`src/rtl/ps2_key_rx.sv`:
```
// PS/2 keyboard receiver: synchronizes the raw PS/2 clock and data lines,
// deframes 11-bit frames (start, 8 data LSB-first, odd parity, stop) and
// folds the F0 (break) and E0 (extended) prefixes into flags that are
// reported together with the final scancode.
//
// state  | meaning
// IDLE   | waiting for a start bit (data low on a falling PS/2 clock)
// DATA   | shifting in the eight data bits, LSB first
// PARITY | capturing the odd-parity bit
// STOP   | sampling the stop bit and judging the byte
module ps2_key_rx #(
  parameter int TIMEOUT_CYCLES = 50000
) (
  input  logic       CLOCK_50,
  input  logic       reset,
  input  logic       PS2_CLK,
  input  logic       PS2_DAT,
  output logic [7:0] key_code,
  output logic       key_valid,
  output logic       key_break,
  output logic       key_ext,
  output logic       rx_err
);

  localparam int CNT_W = $clog2(TIMEOUT_CYCLES + 1);
  localparam logic [CNT_W-1:0] CNT_LIMIT = CNT_W'(TIMEOUT_CYCLES);

  typedef enum logic [1:0] {
    IDLE   = 2'd0,
    DATA   = 2'd1,
    PARITY = 2'd2,
    STOP   = 2'd3
  } state_t;

  state_t           state;
  logic             clk_meta;
  logic             clk_s;
  logic             dat_meta;
  logic             dat_s;
  logic             clk_prev;
  logic             fall;
  logic [2:0]       bit_cnt;
  logic [7:0]       shift_reg;
  logic             parity_bit;
  logic             break_pending;
  logic             ext_pending;
  logic [CNT_W-1:0] to_cnt;
  logic             timeout_hit;
  logic             frame_ok;

  // Two-flop synchronizers; reset to the idle (high) line level.
  always_ff @(posedge CLOCK_50) begin
    if (reset) begin
      clk_meta <= 1'b1;
      clk_s    <= 1'b1;
      dat_meta <= 1'b1;
      dat_s    <= 1'b1;
    end else begin
      clk_meta <= PS2_CLK;
      clk_s    <= clk_meta;
      dat_meta <= PS2_DAT;
      dat_s    <= dat_meta;
    end
  end

  // Previous synchronized clock level, for falling-edge detection.
  always_ff @(posedge CLOCK_50) begin
    if (reset) clk_prev <= 1'b1;
    else       clk_prev <= clk_s;
  end

  assign fall = clk_prev & ~clk_s;

  // An edge in the same cycle as an expiring count takes priority.
  assign timeout_hit = (state != IDLE) && !fall && (to_cnt == CNT_LIMIT);

  // Stop bit must be high and data plus parity must hold an odd number of ones.
  assign frame_ok = dat_s & (^{shift_reg, parity_bit});

  // Mid-frame idle counter: restarts on every edge, idles at zero in IDLE.
  always_ff @(posedge CLOCK_50) begin
    if (reset) begin
      to_cnt <= '0;
    end else if (fall || (state == IDLE) || timeout_hit) begin
      to_cnt <= '0;
    end else begin
      to_cnt <= to_cnt + CNT_W'(1);
    end
  end

  // Frame FSM, prefix tracking and registered outputs.
  always_ff @(posedge CLOCK_50) begin
    if (reset) begin
      state         <= IDLE;
      bit_cnt       <= '0;
      shift_reg     <= '0;
      parity_bit    <= 1'b0;
      break_pending <= 1'b0;
      ext_pending   <= 1'b0;
      key_code      <= '0;
      key_valid     <= 1'b0;
      key_break     <= 1'b0;
      key_ext       <= 1'b0;
      rx_err        <= 1'b0;
    end else begin
      key_valid <= 1'b0;
      rx_err    <= 1'b0;
      if (fall) begin
        case (state)
          IDLE: begin
            if (!dat_s) begin
              state   <= DATA;
              bit_cnt <= '0;
            end
          end
          DATA: begin
            shift_reg <= {dat_s, shift_reg[7:1]};
            bit_cnt   <= bit_cnt + 3'd1;
            if (bit_cnt == 3'd7) state <= PARITY;
          end
          PARITY: begin
            parity_bit <= dat_s;
            state      <= STOP;
          end
          STOP: begin
            state <= IDLE;
            if (!frame_ok) begin
              rx_err        <= 1'b1;
              break_pending <= 1'b0;
              ext_pending   <= 1'b0;
            end else if (shift_reg == 8'hF0) begin
              break_pending <= 1'b1;
            end else if (shift_reg == 8'hE0) begin
              ext_pending <= 1'b1;
            end else begin
              key_code      <= shift_reg;
              key_break     <= break_pending;
              key_ext       <= ext_pending;
              key_valid     <= 1'b1;
              break_pending <= 1'b0;
              ext_pending   <= 1'b0;
            end
          end
          default: state <= IDLE;
        endcase
      end else if (timeout_hit) begin
        state         <= IDLE;
        rx_err        <= 1'b1;
        break_pending <= 1'b0;
        ext_pending   <= 1'b0;
      end
    end
  end

endmodule

```
`config.mk`:
```
export PLATFORM = sky130hd
export DESIGN_NAME = ps2_key_rx
export DESIGN_NICKNAME = d
export VERILOG_FILES = /design/src/rtl/ps2_key_rx.sv
export SDC_FILE = /design/constraint.sdc
export NUM_CORES = 1
export LEC_CHECK = 0
export CORE_ASPECT_RATIO = 0.9
export CORE_MARGIN = 2
export CORE_UTILIZATION = 30
export CTS_CLUSTER_SIZE = 40
export DETAILED_ROUTE_END_ITERATION = 10
export HOLD_SLACK_MARGIN = 0.05
export PLACE_DENSITY = 0.48
export SYNTH_ARGS = -nofsm -noshare
export SYNTH_HDL_FRONTEND = slang
export SYNTH_SLANG_ARGS = --single-unit
```
`constraint.sdc`:
```
create_clock -name CLOCK_50 -period 3.1 [get_ports CLOCK_50]
set_clock_uncertainty 0.15 [all_clocks]
set_input_delay 0.62 -clock CLOCK_50 [delete_from_list [all_inputs] [get_ports CLOCK_50]]
set_output_delay 0.62 -clock CLOCK_50 [all_outputs]
set_load 0.05 [all_outputs]
```
==> run metrics <==
std cell rows 29; routability congestion estimate 0.711; Post-CTS Setup Inserts 0; number of detailed-route iterations in the first pass 4; Mean Syn Cell Area 9.49 sq um; crit path max fanout 2; final worst setup slack roughly 0.86 ns; Area Overhead vs Synth 16.9%; Die Wd approximately 93 um; max FFs per register 16; RSZ-0062 raised after global routing false; worst hold start dat_meta; CTS root buf clkbuf_8; wl on met1 2.19 mm; final hold vios 0; Placed Area 2390 sq um; Crit path required time 2.33 ns; slowest CP cell clkdlybuf4s50_1; CTS tree yes; Top Metal Used met4; Post-synth EDFFs 0; Seq/Total Area, Yosys 0.457; post-DP HPWL 2.71 mm; number of hold buffers added after cts 0; CP Capture Type output pin; Hold Worst Slack around 0.26 ns; Die Area ~8000 sq um; Top delay family on crit path buffers and inverters; vias in the first global route 1463; ys async rst share 0; Crit path buffers/inverters 1; routed wl met3 108 um; Final Cell Area 2510 sq um; final core occ 0.358; PD cells between 400 and 500 nW/um^2; setup slack at placement 0.758 ns; worst-skew pair later-pin latency 0.31 ns; Peak supply drop around 0.00014 V; fin nets 254; Worst Path Arrival 1.47 ns; slew at the pin closest to its max-slew limit 0.633 ns; Syn Inst Count 226; Initial Util 0.306; clock-pin slew on the worst setup and hold paths roughly 0.10 ns; mapped cell area roughly 2100 sq um; Die Y 84.2 um; Worst R2R Start shift_reg[6]; Core Area around 7000 sq um; Clock Sinks 49; Post-synth top flop dfxtp_1; hold path cells 1; WS Path Type register to output pin; cts repair resizes 0; worst rel slew slack 0.577; initial DRC count 47; crit start category register; Worst setup startpoint key_code[3]; first-pass GRT wire length 6.76 mm; clock buffer count from CTS 5; Final Max Slew Viols 0; # DRC 0; initial antenna violation count 0; IO Pins 16; critical path depth 1; vias per cell 4.42; n_diodes 0; Max-Cap Viols 0; largest net degree at the start of global routing 27; Register-to-Register Path Depth 6; crit path time final 2.24 ns; met2 wire length ~1.5 mm; share of cells above drive strength 1 0.0741; DR vias 1484; DRT Wirelength 3.86 mm; I/O Buffers 15; Slowest Stage Delay on Critical Path between 0.8 and 0.9 ns; outcome completed; total grt overflow 0; WL/cell about 11 um; Syn Nets around 240; Antenna Nets Post-Route 0; endpoints failing setup 0; Synth Warn # 0; GRT Util Overall 0.108; leakage 0.912 nW; Yosys cell types 37; fmax 447 MHz; htree depth 2; #FFs+latches synth around 50; ratio of final minimum period to clock period 0.722; worst path cell trace clkdlybuf4s50_1; total negative setup slack 0 ns; clock buffer depth 2; Worst Hold Class register to register
[stage by stage]
stage | total power [mW] | std cells
after CTS | 1.14 | 336
after detailed placement | 0.669 | 328
after global placement | 0.669 | 328
after floorplan | 0.662 | 226
final | 1.12 | 336
after global routing | 1.17 | 336
[final timing paths]
check | end | slack [ns]
max | key_code[3] | 0.86
min | dat_s | 0.26
max reg2reg | key_code[5] | 0.88
min reg2reg | dat_s | 0.26
[layout make-up]
cell class	count	area, sq um
Clock buffer	5	68.8
Inverter	10	37.5
Timing Repair Buffer	18	173
Clock inverter	3	46.3
Sequential cell	49	981
Tap cell	93	116
Fill cell	716	4500
Multi-Input combinational cell	158	1080
[Yosys cell counts, types with 2 or more instances]
cell,number,area [sq um]
a21oi_1,6,30.0
a22oi_1,2,15.0
and3_1,5,31.3
clkbuf_1,7,26.3
dfxtp_1,49,981
ha_1,8,100
inv_1,10,37.5
mux2i_1,18,180
nand2_1,9,33.8
nand3_1,9,45.0
nand4_1,4,25.0
nor2_1,44,165
nor2b_1,5,31.3
nor3_1,2,10.0
nor4_1,2,12.5
nor4bb_1,2,20.0
o2111ai_1,2,17.5
o22ai_1,2,12.5
or2_2,5,31.3
xnor2_1,9,78.8
xnor3_1,2,45.0
xor2_1,9,78.8
[cell families after synthesis]
family,after synthesis,share of synthesized area
flip-flops,49,0.457
AND/OR/NAND/NOR,92,0.207
AO/OA/AOI/OAI,18,0.0560
buffers and inverters,19,0.0373
multiplexers,19,0.0904
XOR/XNOR,21,0.106
adder cells (fa/ha/maj),8,0.0466
[cells in the final DEF (no fill, tap or decap), types with 6 or more instances in the layout]
cell,n
xor2_1,9
clkdlybuf4s50_1,15
nor2_1,44
mux2i_1,18
nand2_1,9
ha_1,8
dfxtp_1,49
a21oi_1,6
inv_1,10
nand3_1,9
xnor2_1,9
[where the power goes]
group          internal (mW)  switching, mW
Clock                  0.242          0.221
Combinational        0.00816         0.0116
Sequential             0.632        0.00229
Total                  0.882          0.235
[routing by layer]
layer	up-vias	global-route usage
li1	790	-
met1	670	0.155
met2	16	0.151
met3	8	0.0278
met4	0	0.0481
met5	-	0
Note: power is estimated with default switching activity, not from simulation.
